<file path="src/rtl/audio_sd_pkg.sv">
// Shared definitions for the SD audio record/playback controllers.
// Both controllers use these constants so they agree on one recording area.
package audio_sd_pkg;

   typedef enum logic [2:0] {
      StIdle  = 3'd0,
      StWait  = 3'd1,
      StStart = 3'd2,
      StBusy  = 3'd3,
      StDone  = 3'd4
   } rec_state_e;

   localparam int unsigned SEC_WORDS      = 256;
   localparam int unsigned DEF_START_ADDR = 8448;
   localparam int unsigned DEF_REC_SEC    = 104422;

endpackage

</file>
<file path="src/rtl/audio_sd_rec_ctrl.sv">
// Record-path controller: drains 16-bit ADC samples from a show-ahead FIFO and
// writes them to consecutive SD sectors, one 256-word sector per write.
module audio_sd_rec_ctrl
   import audio_sd_pkg::*;
#(
   parameter int unsigned START_ADDR = DEF_START_ADDR,
   parameter int unsigned REC_SEC    = DEF_REC_SEC
) (
   input  logic        sd_clk,
   input  logic        rst,
   input  logic        sd_init_done,
   input  logic        rec_en,
   input  logic [9:0]  fifo_usedw,
   input  logic [15:0] fifo_q,
   output logic        fifo_rd_en,
   input  logic        wr_busy,
   input  logic        wr_req,
   output logic        wr_start_en,
   output logic [31:0] wr_sec_addr,
   output logic [15:0] wr_data,
   output logic        rec_done,
   output logic [16:0] rec_sec_cnt,
   output logic        word_err
);

   localparam logic [8:0]  SecWords  = 9'(SEC_WORDS);
   localparam logic [9:0]  UsedwThr  = 10'(SEC_WORDS);
   localparam logic [16:0] RecSec    = 17'(REC_SEC);
   localparam logic [31:0] StartAddr = 32'(START_ADDR);

   rec_state_e  state_q, state_d;
   logic        wr_start_en_q, wr_start_en_d;
   logic [31:0] wr_sec_addr_q, wr_sec_addr_d;
   logic        rec_done_q, rec_done_d;
   logic [16:0] rec_sec_cnt_q, rec_sec_cnt_d;
   logic [8:0]  word_cnt_q, word_cnt_d;
   logic        word_err_q, word_err_d;
   logic        busy_d0_q, busy_d1_q;
   logic        neg_busy;
   logic [16:0] sec_cnt_inc;

   assign neg_busy    = busy_d1_q & ~busy_d0_q;
   assign sec_cnt_inc = rec_sec_cnt_q + 17'd1;

   // Playback expects little-endian byte order on the card.
   assign wr_data    = {fifo_q[7:0], fifo_q[15:8]};
   assign fifo_rd_en = wr_req & (state_q == StBusy) & (word_cnt_q < SecWords);

   assign wr_start_en = wr_start_en_q;
   assign wr_sec_addr = wr_sec_addr_q;
   assign rec_done    = rec_done_q;
   assign rec_sec_cnt = rec_sec_cnt_q;
   assign word_err    = word_err_q;

   always_comb begin
      state_d       = state_q;
      wr_start_en_d = 1'b0;
      wr_sec_addr_d = wr_sec_addr_q;
      rec_sec_cnt_d = rec_sec_cnt_q;
      word_err_d    = word_err_q;
      word_cnt_d    = fifo_rd_en ? word_cnt_q + 9'd1 : word_cnt_q;

      unique case (state_q)
         StIdle: begin
            if (sd_init_done && rec_en) begin
               rec_sec_cnt_d = '0;
               word_err_d    = 1'b0;
               state_d       = StWait;
            end
         end
         StWait: begin
            if (!rec_en) begin
               state_d = StDone;
            end else if (fifo_usedw >= UsedwThr) begin
               // Pulse and address are registered so both are valid in StStart.
               wr_start_en_d = 1'b1;
               wr_sec_addr_d = StartAddr + {15'd0, rec_sec_cnt_q};
               word_cnt_d    = '0;
               state_d       = StStart;
            end
         end
         StStart: begin
            state_d = StBusy;
         end
         StBusy: begin
            if (neg_busy) begin
               if (word_cnt_q != SecWords) begin
                  word_err_d = 1'b1;
               end
               rec_sec_cnt_d = sec_cnt_inc;
               state_d       = (sec_cnt_inc == RecSec || !rec_en) ? StDone : StWait;
            end
         end
         StDone: begin
            if (!rec_en) begin
               state_d = StIdle;
            end
         end
         default: begin
            state_d = StIdle;
         end
      endcase

      rec_done_d = (state_d == StDone);
   end

   always_ff @(posedge sd_clk) begin
      if (rst) begin
         state_q       <= StIdle;
         wr_start_en_q <= 1'b0;
         wr_sec_addr_q <= '0;
         rec_done_q    <= 1'b0;
         rec_sec_cnt_q <= '0;
         word_cnt_q    <= '0;
         word_err_q    <= 1'b0;
         busy_d0_q     <= 1'b0;
         busy_d1_q     <= 1'b0;
      end else begin
         state_q       <= state_d;
         wr_start_en_q <= wr_start_en_d;
         wr_sec_addr_q <= wr_sec_addr_d;
         rec_done_q    <= rec_done_d;
         rec_sec_cnt_q <= rec_sec_cnt_d;
         word_cnt_q    <= word_cnt_d;
         word_err_q    <= word_err_d;
         busy_d0_q     <= wr_busy;
         busy_d1_q     <= busy_d0_q;
      end
   end

endmodule

</file>
<file path="config.mk">
export PLATFORM = sky130hd
export DESIGN_NAME = audio_sd_rec_ctrl
export DESIGN_NICKNAME = d
export VERILOG_FILES = /design/src/rtl/audio_sd_pkg.sv /design/src/rtl/audio_sd_rec_ctrl.sv
export SDC_FILE = /design/constraint.sdc
export NUM_CORES = 1
export LEC_CHECK = 0
export BUFFER_PORTS_ARGS = -buffer_cell sky130_fd_sc_hd__buf_4
export CAP_MARGIN = 5
export CORE_UTILIZATION = 41
export DETAILED_ROUTE_END_ITERATION = 12
export PLACE_DENSITY = 0.7
export SYNTH_ARGS = -nofsm -noshare
export SYNTH_HDL_FRONTEND = slang
export SYNTH_SLANG_ARGS = --single-unit
</file>
<file path="constraint.sdc">
create_clock -name sd_clk -period 5.9 [get_ports sd_clk]
set_input_delay 0.295 -clock sd_clk [delete_from_list [all_inputs] [get_ports sd_clk]]
set_output_delay 0.295 -clock sd_clk [all_outputs]
set_load 0.005 [all_outputs]
</file>
# Yosys cells after proc, flatten, opt, wreduce, memory -nomap -nowiden
# Cells that the tools add are included.
[totals] word_cells=58 output_inout_bits=69 inputBits=32 register_bits=66
[op_classes] mux=19 eq_ne=10 order_cmp=2 add_sub_neg=3 reduce_logical=9 n_bitwise=6
[ops] op="$mux W9" n=4
[ops] op="$mux W17" n=2
[ops] op="$pmux W17 S2" n=1
[ops] op="$add A14 B17 Y18 const A" n=1
[ops] op="$mux W3" n=6
[ops] op="$add A17 B1 Y17 const B" n=1
[ops] op="$eq A17 B17 Y1 const B" n=1
[ops] op="$pmux W3 S5" n=1
[ops] op="$ge A10 B9 Y1 const B" n=1
[ops] op="$add A9 B1 Y9 const B" n=1
[ops] op="$lt A9 B9 Y1 const B" n=1
[ops] op="$ne A9 B9 Y1 const B" n=1
[ops] op="$eq A3 B2 Y1 const B" n=2
[ops] op="$eq A3 B3 Y1 const B" n=2
[ops] op="$reduce_and A3 Y1" n=2
[ops] op="$mux W1" n=4
[ops] op="$ne A2 B2 Y1 const B" n=2
[ops] op="$reduce_and A4 Y1" n=1
[ops] op="$and A1 B1 Y1" n=3
[ops] op="$eq A3 B1 Y1 const B" n=1
[ops] op="$logic_not A3 Y1" n=1
[ops] op="$not A1 Y1" n=3
[ops] op="$reduce_or A3 Y1" n=1
[ops] op="$ne A2 B1 Y1 const B" n=1
[ops] op="5 further kinds" n=5

# Longest topological paths before layout
# Gate-level depths: netlist (run 1).
[depth] word_depth=7 depth_mapped=8 mapped_depth_nobuf=7

# Least setup slack after synthesis (run 1)
# No wires, ideal clock.
[synth_timing] path_type="reg-to-reg" startpoint="reg rec_sec_cnt_q[8], in the netlist rec_sec_cnt[8]" endpoint="reg state_q[0]" required_ns=5.783 setup_ns=0.117 setup_slack_ns=3.701 n_path_buf=0 path_stages_with_launch=8 arrival_time_ns=2.082 cell_sequence="dfxtp_1 -> ha_1 -> nand3_1 -> nor4_1 -> and4b_1 -> a41oi_1 -> a2111o_1 -> a32o_1"
[synth_via] elab_chain_len=6
[synth_lines] element="start: declaration" line="audio_sd_rec_ctrl.sv:35" text="logic [16:0] rec_sec_cnt_q, rec_sec_cnt_d;"
[synth_lines] element="start signal: assignment" line="audio_sd_rec_ctrl.sv:123" text="rec_sec_cnt_q <= rec_sec_cnt_d;"
[synth_lines] element="$add A17 B1 Y17" line="audio_sd_rec_ctrl.sv:43" text="assign sec_cnt_inc = rec_sec_cnt_q + 17'd1;"
[synth_lines] element="$eq A17 B17 Y1" line="audio_sd_rec_ctrl.sv:91" text="state_d = (sec_cnt_inc == RecSec || !rec_en) ? StDone : StWait;"
[synth_lines] element="$logic_or A1 B1 Y1" line="audio_sd_rec_ctrl.sv:91"
[synth_lines] element="$mux W3" line="audio_sd_rec_ctrl.sv:91"
[synth_lines] element="$mux W3" line="audio_sd_rec_ctrl.sv:86" text="if (neg_busy) begin"
[synth_lines] element="$pmux W3 S5" line="audio_sd_rec_ctrl.sv:63" text="unique case (state_q)"
[synth_lines] element="end signal: assignment" line="audio_sd_rec_ctrl.sv:109" text="state_q <= StIdle;"
[synth_lines] element="end signal: assignment" line="audio_sd_rec_ctrl.sv:119" text="state_q <= state_d;"
[synth_lines] element="end: declaration" line="audio_sd_rec_ctrl.sv:31" text="rec_state_e state_q, state_d;"
# No other way between the ends.
# A chain may end at the register's enable or synchronous reset.

# Worst setup path in the final report (run 1)
[layout_timing] startpoint="reg rec_sec_cnt_q[0], in the netlist rec_sec_cnt[0]" endpoint="reg state_q[0]"
# Same word-level chain as after synthesis.

==> results of run 1 <==
[state kept, by name, summed over array words and instances, names as in the netlist]
| name | flops |
|---|---|
| rec_sec_cnt | 17 |
| word_err | 1 |
| word_cnt_q | 9 |
| rec_done | 1 |
| state_q | 3 |
| wr_start_en | 1 |
| busy_d0_q | 1 |
| wr_sec_addr | 18 |
| busy_d1_q | 1 |
[synthesized netlist by cell type, types with 3 or more instances]
cell	count
a211oi_1	7
a21oi_1	31
a311oi_1	7
a31oi_1	6
a41oi_1	6
and3_1	3
buf_2	6
buf_4	32
clkbuf_1	13
clkbuf_8	3
dfxtp_1	52
ha_1	5
inv_1	9
nand2_1	44
nand2b_1	4
nand3_1	6
nand4_1	4
nand4b_1	3
nor2_1	43
nor3_1	10
nor4b_1	3
o21ai_0	14
or3_1	4
xnor2_1	6
xor2_1	9
[per-layer routing]
metal	share of wire (%)	up-vias	routed length, um
li1	-	1266	-
met3	5.4	13	362
met2	46	85	3060
met1	47	1187	3160
met4	2.0	0	132
met5	0	-	0
[power breakdown]
part	total, uW	internal (uW)	switching [uW]	leakage, uW
Combinational	35.2	12.6	22.6	0.000688
Clock	242	126	116	0.0000552
Sequential	358	355	3.13	0.000420
[metrics by stage]
step,cell area [um2],hold slack [ps],util [%]
after detailed placement,3100,450,44.9
after CTS,3210,204,46.4
after global routing,3210,216,46.4
after floorplan,3010,423,-
after global placement,3100,446,44.9
final,3210,201,46.4
[cells in the final DEF, fill, tap and decap left out, types with 3 or more instances in the layout]
cell type  count
ha_1           5
a211oi_1       7
xor2_1         9
nor4b_1        3
a31oi_1        6
buf_4         48
a21oi_1       31
xnor2_1        6
o21ai_0       14
nand2b_1       4
nor3_1         9
and3_1         3
conb_1        14
a311oi_1       7
dfxtp_1       52
nand4b_1       3
a41oi_1        6
nand2_1       44
nor2_1        43
clkbuf_8       5
inv_1          9
nand3_1        6
nand4_1        4
or3_1          4
[worst max path at each step]
stage	startpoint	end	slack [ps]	cells past startpoint
2_1_floorplan	rec_sec_cnt[8]$_SDFFE_PP0P_	state_q[0]$_SDFF_PP0_	3700	7
3_3_place_gp	rec_sec_cnt[0]$_SDFFE_PP0P_	state_q[0]$_SDFF_PP0_	3420	7
3_5_place_dp	rec_sec_cnt[0]$_SDFFE_PP0P_	state_q[0]$_SDFF_PP0_	3360	7
4_1_cts	rec_sec_cnt[0]$_SDFFE_PP0P_	state_q[0]$_SDFF_PP0_	3340	7
5_1_grt	rec_sec_cnt[8]$_SDFFE_PP0P_	state_q[0]$_SDFF_PP0_	3170	7
6_report	rec_sec_cnt[0]$_SDFFE_PP0P_	state_q[0]$_SDFF_PP0_	3310	7
[critical path, cell delays in order, from the launching register on]
cell	delay (ps)
dfxtp_1	590
ha_1	290
and3_1	330
nand3_1	170
xor2_1	170
or3_1	350
a2111o_1	340
a32o_1	250
[cell families (layout without fill, tap and decap cells)]
kind of cell	Yosys count	after routing	synth area share [%]
AO/OA/AOI/OAI	80	80	17.0
XOR/XNOR	15	15	4.43
adder cells (fa/ha/maj)	5	5	2.11
buffers and inverters	68	65	14.6
flip-flops	52	52	35.1
multiplexers	1	1	0.338
other	1	14	0.126
AND/OR/NAND/NOR	146	146	26.2
[area by class of cell]
cell class                      count  share of cell area (%)
Multi-Input combinational cell    261                    48.1
Sequential cell                    52                    32.5
Tap cell                           96                    3.75
Timing Repair Buffer               48                    11.2
Clock buffer                        6                    2.26
Inverter                            9                    1.05
Clock inverter                      2                    1.09
==> flow_metrics.env, run 1 <==
export IMPL_synth_area_um2=2970
export IMPL_die_h_um=87.0
export IMPL_vdd_ir_drop_max_mv=0.103
export IMPL_r2r_start="rec_sec_cnt[0]$_SDFFE_PP0P_"
export IMPL_fin_crit_ps=2590
export IMPL_area_growth_pct=8.14
export IMPL_cts_root_buffer="clkbuf_8"
export IMPL_hp_class="in2reg"
export IMPL_io_pin_count=101
export IMPL_r2r_end="state_q[0]$_SDFF_PP0_"
export IMPL_hp_start="wr_busy"
export IMPL_cp_max_fo=11
export IMPL_maxCapViolations=0
export IMPL_initial_core_util_pct=42.9
export IMPL_yosysTopAreaCellShare_pct=35.1
export IMPL_rrSetupSlack_ps=3310
export IMPL_syn_avg_cell_area_um2=8.06
export IMPL_routabilityCongestion=0.823
export IMPL_routed_wl_um=6720
export IMPL_dieArea_um2=7580
export IMPL_cts_buffers=5
export IMPL_dpl_cell_count=466
export IMPL_vias=2551
export IMPL_via_per_inst=5.38
export IMPL_nets=414
export IMPL_grt_usage_pct=18.5
export IMPL_die_w_um=87.0
export IMPL_grt_max_degree=44
export IMPL_maxSlewHeadroom_pct=54.3
export IMPL_min_path_cells=2
export IMPL_drc=0
export IMPL_outcome="finished clean"
export IMPL_drive_gt1_share_pct=16.9
export IMPL_synth_edff_count=0
export IMPL_hold_end="busy_d0_q$_SDFF_PP0_"
export IMPL_cts_tree="yes"
export IMPL_core_area_um2=6910
export IMPL_hpwl_um=4640
export IMPL_yosysSeqAreaShare_pct=35.1
export IMPL_finalSetupTns_ps=0
export IMPL_antenna_cells=0
export IMPL_cp_required_ps=6100
export IMPL_layout_setup_ws_ps=3310
export IMPL_dpl_worst_slack_ps=3360
export IMPL_clock_path_buffers=2
export IMPL_ys_flop_type="dfxtp_1"
export IMPL_grt_pass1_vias=2227
export IMPL_clkTransAtPathRegs_ps=90
export IMPL_leakage_uw=0.00116
export IMPL_timing_hold_violations_final=0
export IMPL_ys_async_sr_fraction_pct=0
export IMPL_fin_cells=474
export IMPL_detail_route_antenna_nets=0
export IMPL_use_met1_pct=25.0
export IMPL_worstPathArrival_ps=2800
export IMPL_setup_viol=0
export IMPL_ctsHoldBuffers=0
export IMPL_ctsResizeCount=0
export IMPL_clk_latency_ps=300
export IMPL_worstSetupStartpointType="flop"
export IMPL_drtIter0Drc=193
export IMPL_grt_pass1_wl_um=10900
export IMPL_ys_types=55
export IMPL_postCtsSetupBuffers=0
export IMPL_grt_overflow_total=0
export IMPL_grt_use_met2_pct=28.6
export IMPL_first_pass_iters=5
export IMPL_end_kind="flop"
export IMPL_p_total_uw=635
export IMPL_fin_crit_sh_pct=44.0
export IMPL_num_fill_cells=714
export IMPL_avgRoutedWirePerCell_um=14.2
export IMPL_yosysTopAreaCell="dfxtp_1"
export IMPL_critical_path_class="reg2reg"
export IMPL_met3_usage_pct=3.32
export IMPL_drv_slew=0
export IMPL_netlist_top_cells_area="dfxtp_1 35%, buf_4 8.1%, nand2_1 5.6%, nor2_1 5.4%, a21oi_1 5.2%"
export IMPL_skew_ps=6.11
export IMPL_h_tree_depth=2
export IMPL_cts_sinks=52
export IMPL_multi_input_area_um2=1540
export IMPL_regArea_um2=1040
export IMPL_busiest_layer="met2"
export IMPL_power_per_cell_area_nw_per_um2=198
export IMPL_worstRegToRegCells=7
export IMPL_synthCells=368
export IMPL_ys_ff_latch=52
export IMPL_antenna_found_initial=0
export IMPL_tightest_slew_ps=684
export IMPL_rows=30
export IMPL_port_buffers=46
export IMPL_yosys_warnings=0
export IMPL_rsz0062_at_grt="false"
export IMPL_timing_fmax_mhz=386
Power figures use the tool's default switching activity.
==> run 2, diff against run 1 <==
==> constraint.sdc (replaced) <==
create_clock -name sd_clk -period 2.6 [get_ports sd_clk]
set_input_delay 0.13 -clock sd_clk [delete_from_list [all_inputs] [get_ports sd_clk]]
set_output_delay 0.13 -clock sd_clk [all_outputs]
set_load 0.005 [all_outputs]
==> flow_metrics.env, run 2 (synthesis gave the netlist of run 1 again) <==
export IMPL_worstSetupEndpoint="state_q[0]$_SDFF_PP0_"
export IMPL_antenna_cells=0
export IMPL_grt_overflow_total=0
export IMPL_multi_input_area_um2=1540
export IMPL_regArea_um2=1040
export IMPL_critical_path_class="reg2reg"
export IMPL_maxCapViolations=0
export IMPL_skew_ps=13.3
export IMPL_routed_wl_um=6570
export IMPL_clock_path_buffers=2
export IMPL_end_kind="flop"
export IMPL_drive_gt1_share_pct=18.9
export IMPL_postCtsSetupBuffers=0
export IMPL_rsz0062_at_grt="false"
export IMPL_setup_viol=0
export IMPL_drc=0
export IMPL_detail_route_antenna_nets=0
export IMPL_r2r_start="rec_sec_cnt[2]$_SDFFE_PP0P_"
export IMPL_r2r_end="state_q[0]$_SDFF_PP0_"
export IMPL_ctsResizeCount=0
export IMPL_vdd_ir_drop_max_mv=0.350
export IMPL_worstSetupStartpointType="flop"
export IMPL_dpl_cell_count=475
export IMPL_first_pass_iters=4
export IMPL_h_tree_depth=2
export IMPL_hpwl_um=4750
export IMPL_grt_max_degree=44
export IMPL_largest_register_ff_count=18
export IMPL_ctsHoldBuffers=0
export IMPL_clk_latency_ps=310
export IMPL_finalSetupTns_ps=0
export IMPL_timing_hold_violations_final=0
export IMPL_port_buffers=46
export IMPL_die_w_um=87.0
export IMPL_cp_max_fo=12
export IMPL_cts_tree="yes"
export IMPL_cts_root_buffer="clkbuf_8"
export IMPL_num_fill_cells=698
export IMPL_fin_crit_sh_pct=90.1
export IMPL_drv_slew=0
export IMPL_grt_pass1_vias=2181
export IMPL_layout_commonest_cell="buf_4"
export IMPL_die_h_um=87.0
export IMPL_drtIter0Drc=205
export IMPL_fin_cells=482
export IMPL_rows=30
export IMPL_leakage_uw=0.00122
export IMPL_via_per_inst=5.24
export IMPL_hp_class="in2reg"
export IMPL_final_cell_mix="57 x buf_4, 52 x dfxtp_1, 44 x nand2_1"
export IMPL_core_area_um2=6910
export IMPL_startpoint="rec_sec_cnt[2]$_SDFFE_PP0P_"
export IMPL_rrSetupSlack_ps=260
export IMPL_grt_usage_pct=18.0
export IMPL_p_total_uw=1540
export IMPL_cts_buffers=5
export IMPL_routabilityCongestion=0.855
export IMPL_initial_core_util_pct=42.9
export IMPL_cts_sinks=52
export IMPL_clkTransAtPathRegs_ps=100
export IMPL_grt_pass1_wl_um=10700
export IMPL_maxSlewHeadroom_pct=58.5
export IMPL_nets=423
export IMPL_tightest_slew_ps=620
export IMPL_fin_crit_ps=2340
export IMPL_vias=2525
export IMPL_power_per_cell_area_nw_per_um2=468
export IMPL_worstRegToRegCells=6
export IMPL_area_growth_pct=11.1
export IMPL_cp_required_ps=2800
export IMPL_worstPathArrival_ps=2540
export IMPL_outcome="finished clean"
export IMPL_io_pin_count=101
export IMPL_avgRoutedWirePerCell_um=13.6
export IMPL_timing_fmax_mhz=427
export IMPL_antenna_found_initial=0
export IMPL_dieArea_um2=7580
-- run 2: routing by layer --
metal	GRT usage (%)	up-vias	wire [um]
li1	-	1283	-
met1	24.3	1158	3150
met2	28.3	71	2940
met3	3.98	13	378
met4	6.52	0	99
met5	0	-	0
-- run 2: worst min-delay path by stage --
stage,startpoint,end,slack [ps],cells past startpoint
3_5_place_dp,fifo_q[8],wr_data[0],260,0
6_report,wr_busy,busy_d0_q$_SDFF_PP0_,40,2
5_1_grt,wr_busy,busy_d0_q$_SDFF_PP0_,50,2
3_3_place_gp,fifo_q[8],wr_data[0],260,0
2_1_floorplan,wr_busy,busy_d0_q$_SDFF_PP0_,260,1
4_1_cts,wr_busy,busy_d0_q$_SDFF_PP0_,40,2
-- run 2: cell type report --
cell class              instances  area share, %
multi-input cells             261           46.8
flip-flops and latches         52           31.6
repair buffers                 57           13.0
well taps                      96           3.64
clock buffers                   5           2.09
clock inverters                 2           1.82
inverters                       9           1.03
-- run 2: report_power, final --
group	internal [uW]	leakage [uW]	switching [uW]
clock	379	0.0000642	271
sequential	805	0.000420	6.93
combinational	28.6	0.000735	50.4
-- run 2: worst max-delay path, stage by stage (launching register included) --
cell and delay, ps:
dfxtp_1 600, nand3_2 230, nor4_1 370, and4b_1 240
a41oi_1 50, a2111o_1 480, a32o_1 250
-- run 2: through the flow --
step	instance area, um2	utilization [%]	setup WS (ps)	hold slack, ps
floorplan	3010	-	401	258
global placement	3170	45.9	349	260
detailed placement	3170	45.9	284	260
CTS	3300	47.7	259	41.1
global route	3300	47.7	88.5	53.2
finish	3300	47.7	257	39.7
==> run 3, diff against run 2 <==
--- a/config.mk
+++ b/config.mk
@@ -9,7 +9,7 @@
 export CAP_MARGIN = 5
 export CORE_UTILIZATION = 41
 export DETAILED_ROUTE_END_ITERATION = 12
-export PLACE_DENSITY = 0.7
+export PLACE_DENSITY = 0.73
 export SYNTH_ARGS = -nofsm -noshare
 export SYNTH_HDL_FRONTEND = slang
 export SYNTH_SLANG_ARGS = --single-unit
==> constraint.sdc (replaced) <==
create_clock -name sd_clk -period 1.95 [get_ports sd_clk]
set_input_delay 0.0975 -clock sd_clk [delete_from_list [all_inputs] [get_ports sd_clk]]
set_output_delay 0.0975 -clock sd_clk [all_outputs]
set_load 0.005 [all_outputs]
==> flow_metrics.env, run 3 (synthesis gave the netlist of run 1 again) <==
export IMPL_outcome="finished, violations left"
export IMPL_violations="negative setup slack"
export IMPL_dpl_cell_area_um2=3520
export IMPL_grt_pass1_wl_um=11500
export IMPL_die_w_um=87.0
export IMPL_seq_power_share_pct=55.4
export IMPL_skew_ps=14.0
export IMPL_setup_viol=2
export IMPL_path_cells="buf_6 -> nand3_4 -> nor4_4 -> or4b_1 -> a22o_1 -> a2111o_1 -> a32o_1"
export IMPL_cp_max_fo=5
export IMPL_highest_layer="met4"
export IMPL_avgRoutedWirePerCell_um=13.8
export IMPL_tightest_slew_ps=679
export IMPL_multi_input_area_um2=1600
export IMPL_cts_sinks=52
export IMPL_worstSetupStartpointType="flop"
export IMPL_worstRegToRegCells=7
export IMPL_regArea_um2=1060
export IMPL_vias=2735
export IMPL_end_kind="flop"
export IMPL_routed_wl_um=7290
export IMPL_layout_setup_ws_ps=-81.4
export IMPL_cp_required_ps=2150
export IMPL_first_pass_iters=4
export IMPL_grt_overflow_total=0
export IMPL_critical_path_class="reg2reg"
export IMPL_fin_crit_sh_pct=104
export IMPL_largest_register_ff_count=18
export IMPL_rows=30
export IMPL_dieArea_um2=7580
export IMPL_cp_slowest_cell="or4b_1"
export IMPL_power_share_clock_pct=38.6
export IMPL_h_tree_depth=2
export IMPL_cts_root_buffer="clkbuf_8"
export IMPL_rrSetupSlack_ps=-80
export IMPL_grt_usage_pct=19.3
export IMPL_hpwl_um=5310
export IMPL_fin_crit_ps=2030
export IMPL_finalSetupTns_ps=-87.6
export IMPL_clock_path_buffers=2
export IMPL_drv_slew=0
export IMPL_die_h_um=87.0
export IMPL_antenna_cells=0
export IMPL_hp_class="in2reg"
export IMPL_timing_fmax_mhz=492
export IMPL_port_buffers=46
export IMPL_via_per_inst=5.19
export IMPL_power_switching_uw=460
export IMPL_clkTransAtPathRegs_ps=100
export IMPL_comb_power_share_pct=6.0
export IMPL_final_cell_mix="98 x buf_4, 44 x nand2_1, 44 x dfxtp_1"
export IMPL_hold_end="state_q[0]$_SDFF_PP0_"
export IMPL_r2r_start="rec_sec_cnt[9]$_SDFFE_PP0P_"
export IMPL_clk_latency_ps=310
export IMPL_num_fill_cells=628
export IMPL_power_per_cell_area_nw_per_um2=525
export IMPL_cp_slowest_stage_delay_ps=460
export IMPL_detail_route_antenna_nets=0
export IMPL_r2r_end="state_q[0]$_SDFF_PP0_"
export IMPL_cts_tree="yes"
export IMPL_met3_wirelength_um=522
export IMPL_min_path_cells=2
export IMPL_leakage_uw=0.00144
export IMPL_drive_gt1_share_pct=31.1
export IMPL_p_int_uw=1480
export IMPL_grt_max_degree=44
export IMPL_nets=467
export IMPL_rsz0062_at_grt="true"
export IMPL_routabilityCongestion=0.841
export IMPL_io_pin_count=101
export IMPL_worstPathArrival_ps=2230
export IMPL_maxSlewHeadroom_pct=54.6
export IMPL_switching_share_pct=23.7
export IMPL_hp_start="rec_en"
export IMPL_wl_met2_um=3420
export IMPL_core_area_um2=6910
export IMPL_final_area_um2=3700
export IMPL_cts_buffers=5
export IMPL_timing_hold_violations_final=0
export IMPL_drc=0
export IMPL_p_total_uw=1940
export IMPL_initial_core_util_pct=42.9
export IMPL_drtIter0Drc=115
export IMPL_vdd_ir_drop_max_mv=0.295
export IMPL_layout_commonest_cell="buf_4"
export IMPL_met1Wirelength_um=3280
export IMPL_grt_pass1_vias=2435
export IMPL_antenna_found_initial=0
export IMPL_area_growth_pct=24.8
export IMPL_maxCapViolations=0
run 3: cell count changes in the layout (fill, tap and decap cells not counted), moves of 2 or more:
| cell | before | now |
|---|---|---|
| buf_4 | 57 | 98 |
| dfxtp_2 | 0 | 3 |
| bufinv_16 | 2 | 0 |
| nor2_1 | 43 | 41 |
| dfxtp_4 | 0 | 5 |
| ha_1 | 5 | 3 |
| ha_4 | 0 | 2 |
| buf_6 | 0 | 2 |
| nor2_2 | 0 | 2 |
| dfxtp_1 | 52 | 44 |
run 3: critical path: cells and delay by family, from the launching register on:
family	cells	cell delay, ps
compound gates	3	850
buf+inv	1	120
flops	1	350
simple gates	3	600
run 3: worst max path at each step:
stage | from | end | slack [ps] | depth (start not counted)
floorplan | rec_sec_cnt[1]$_SDFFE_PP0P_ | state_q[0]$_SDFF_PP0_ | -40 | 8
global placement | rec_sec_cnt[3]$_SDFFE_PP0P_ | state_q[0]$_SDFF_PP0_ | -60 | 6
detailed placement | rec_sec_cnt[3]$_SDFFE_PP0P_ | state_q[0]$_SDFF_PP0_ | -100 | 6
CTS | rec_sec_cnt[9]$_SDFFE_PP0P_ | state_q[0]$_SDFF_PP0_ | -90 | 7
global route | rec_sec_cnt[9]$_SDFFE_PP0P_ | state_q[0]$_SDFF_PP0_ | -150 | 7
finish | rec_sec_cnt[9]$_SDFFE_PP0P_ | state_q[0]$_SDFF_PP0_ | -80 | 7
run 3: per-stage QoR:
step           hold WS, ps  worst slack (ps)  utilization [%]  cells
5_1_grt               67.2              -148             53.6    527
2_1_floorplan          226             -37.1                -    381
4_1_cts               61.2             -94.1             53.1    524
3_3_place_gp           195             -62.9             51.0    515
6_report              73.2             -81.4             53.6    527
3_5_place_dp           195              -101             51.0    515
run 3: final cells by class:
class                           instances  area share (%)
Sequential cell                        52            28.7
Multi-Input combinational cell        261            43.2
Clock buffer                            7            2.91
Inverter                                9           0.913
Tap cell                               96            3.25
Clock inverter                          1           0.237
Timing Repair Buffer                  101            20.8
run 3: what timing repair did:
item,in CTS,in global routing
pin swaps,1,4
endpoints found under the setup margin,3,5
buffers inserted,0,3
endpoints found under the hold margin,1,0
hold buffers,1,0
gates resized for setup,5,7
run 3: power groups by stage:
stage	sequential, uW	combinational, uW	clock [uW]
2_1_floorplan	1100	117	0
3_5_place_dp	1100	114	0
6_report	1080	117	749
3_3_place_gp	1100	112	0
4_1_cts	1080	116	767
5_1_grt	1080	128	793
run 3: layer usage:
layer	vias up	GRT usage, %
met4	0	5.76
met5	-	0
met3	6	3.51
met2	102	30.9
li1	1367	-
met1	1260	26.3
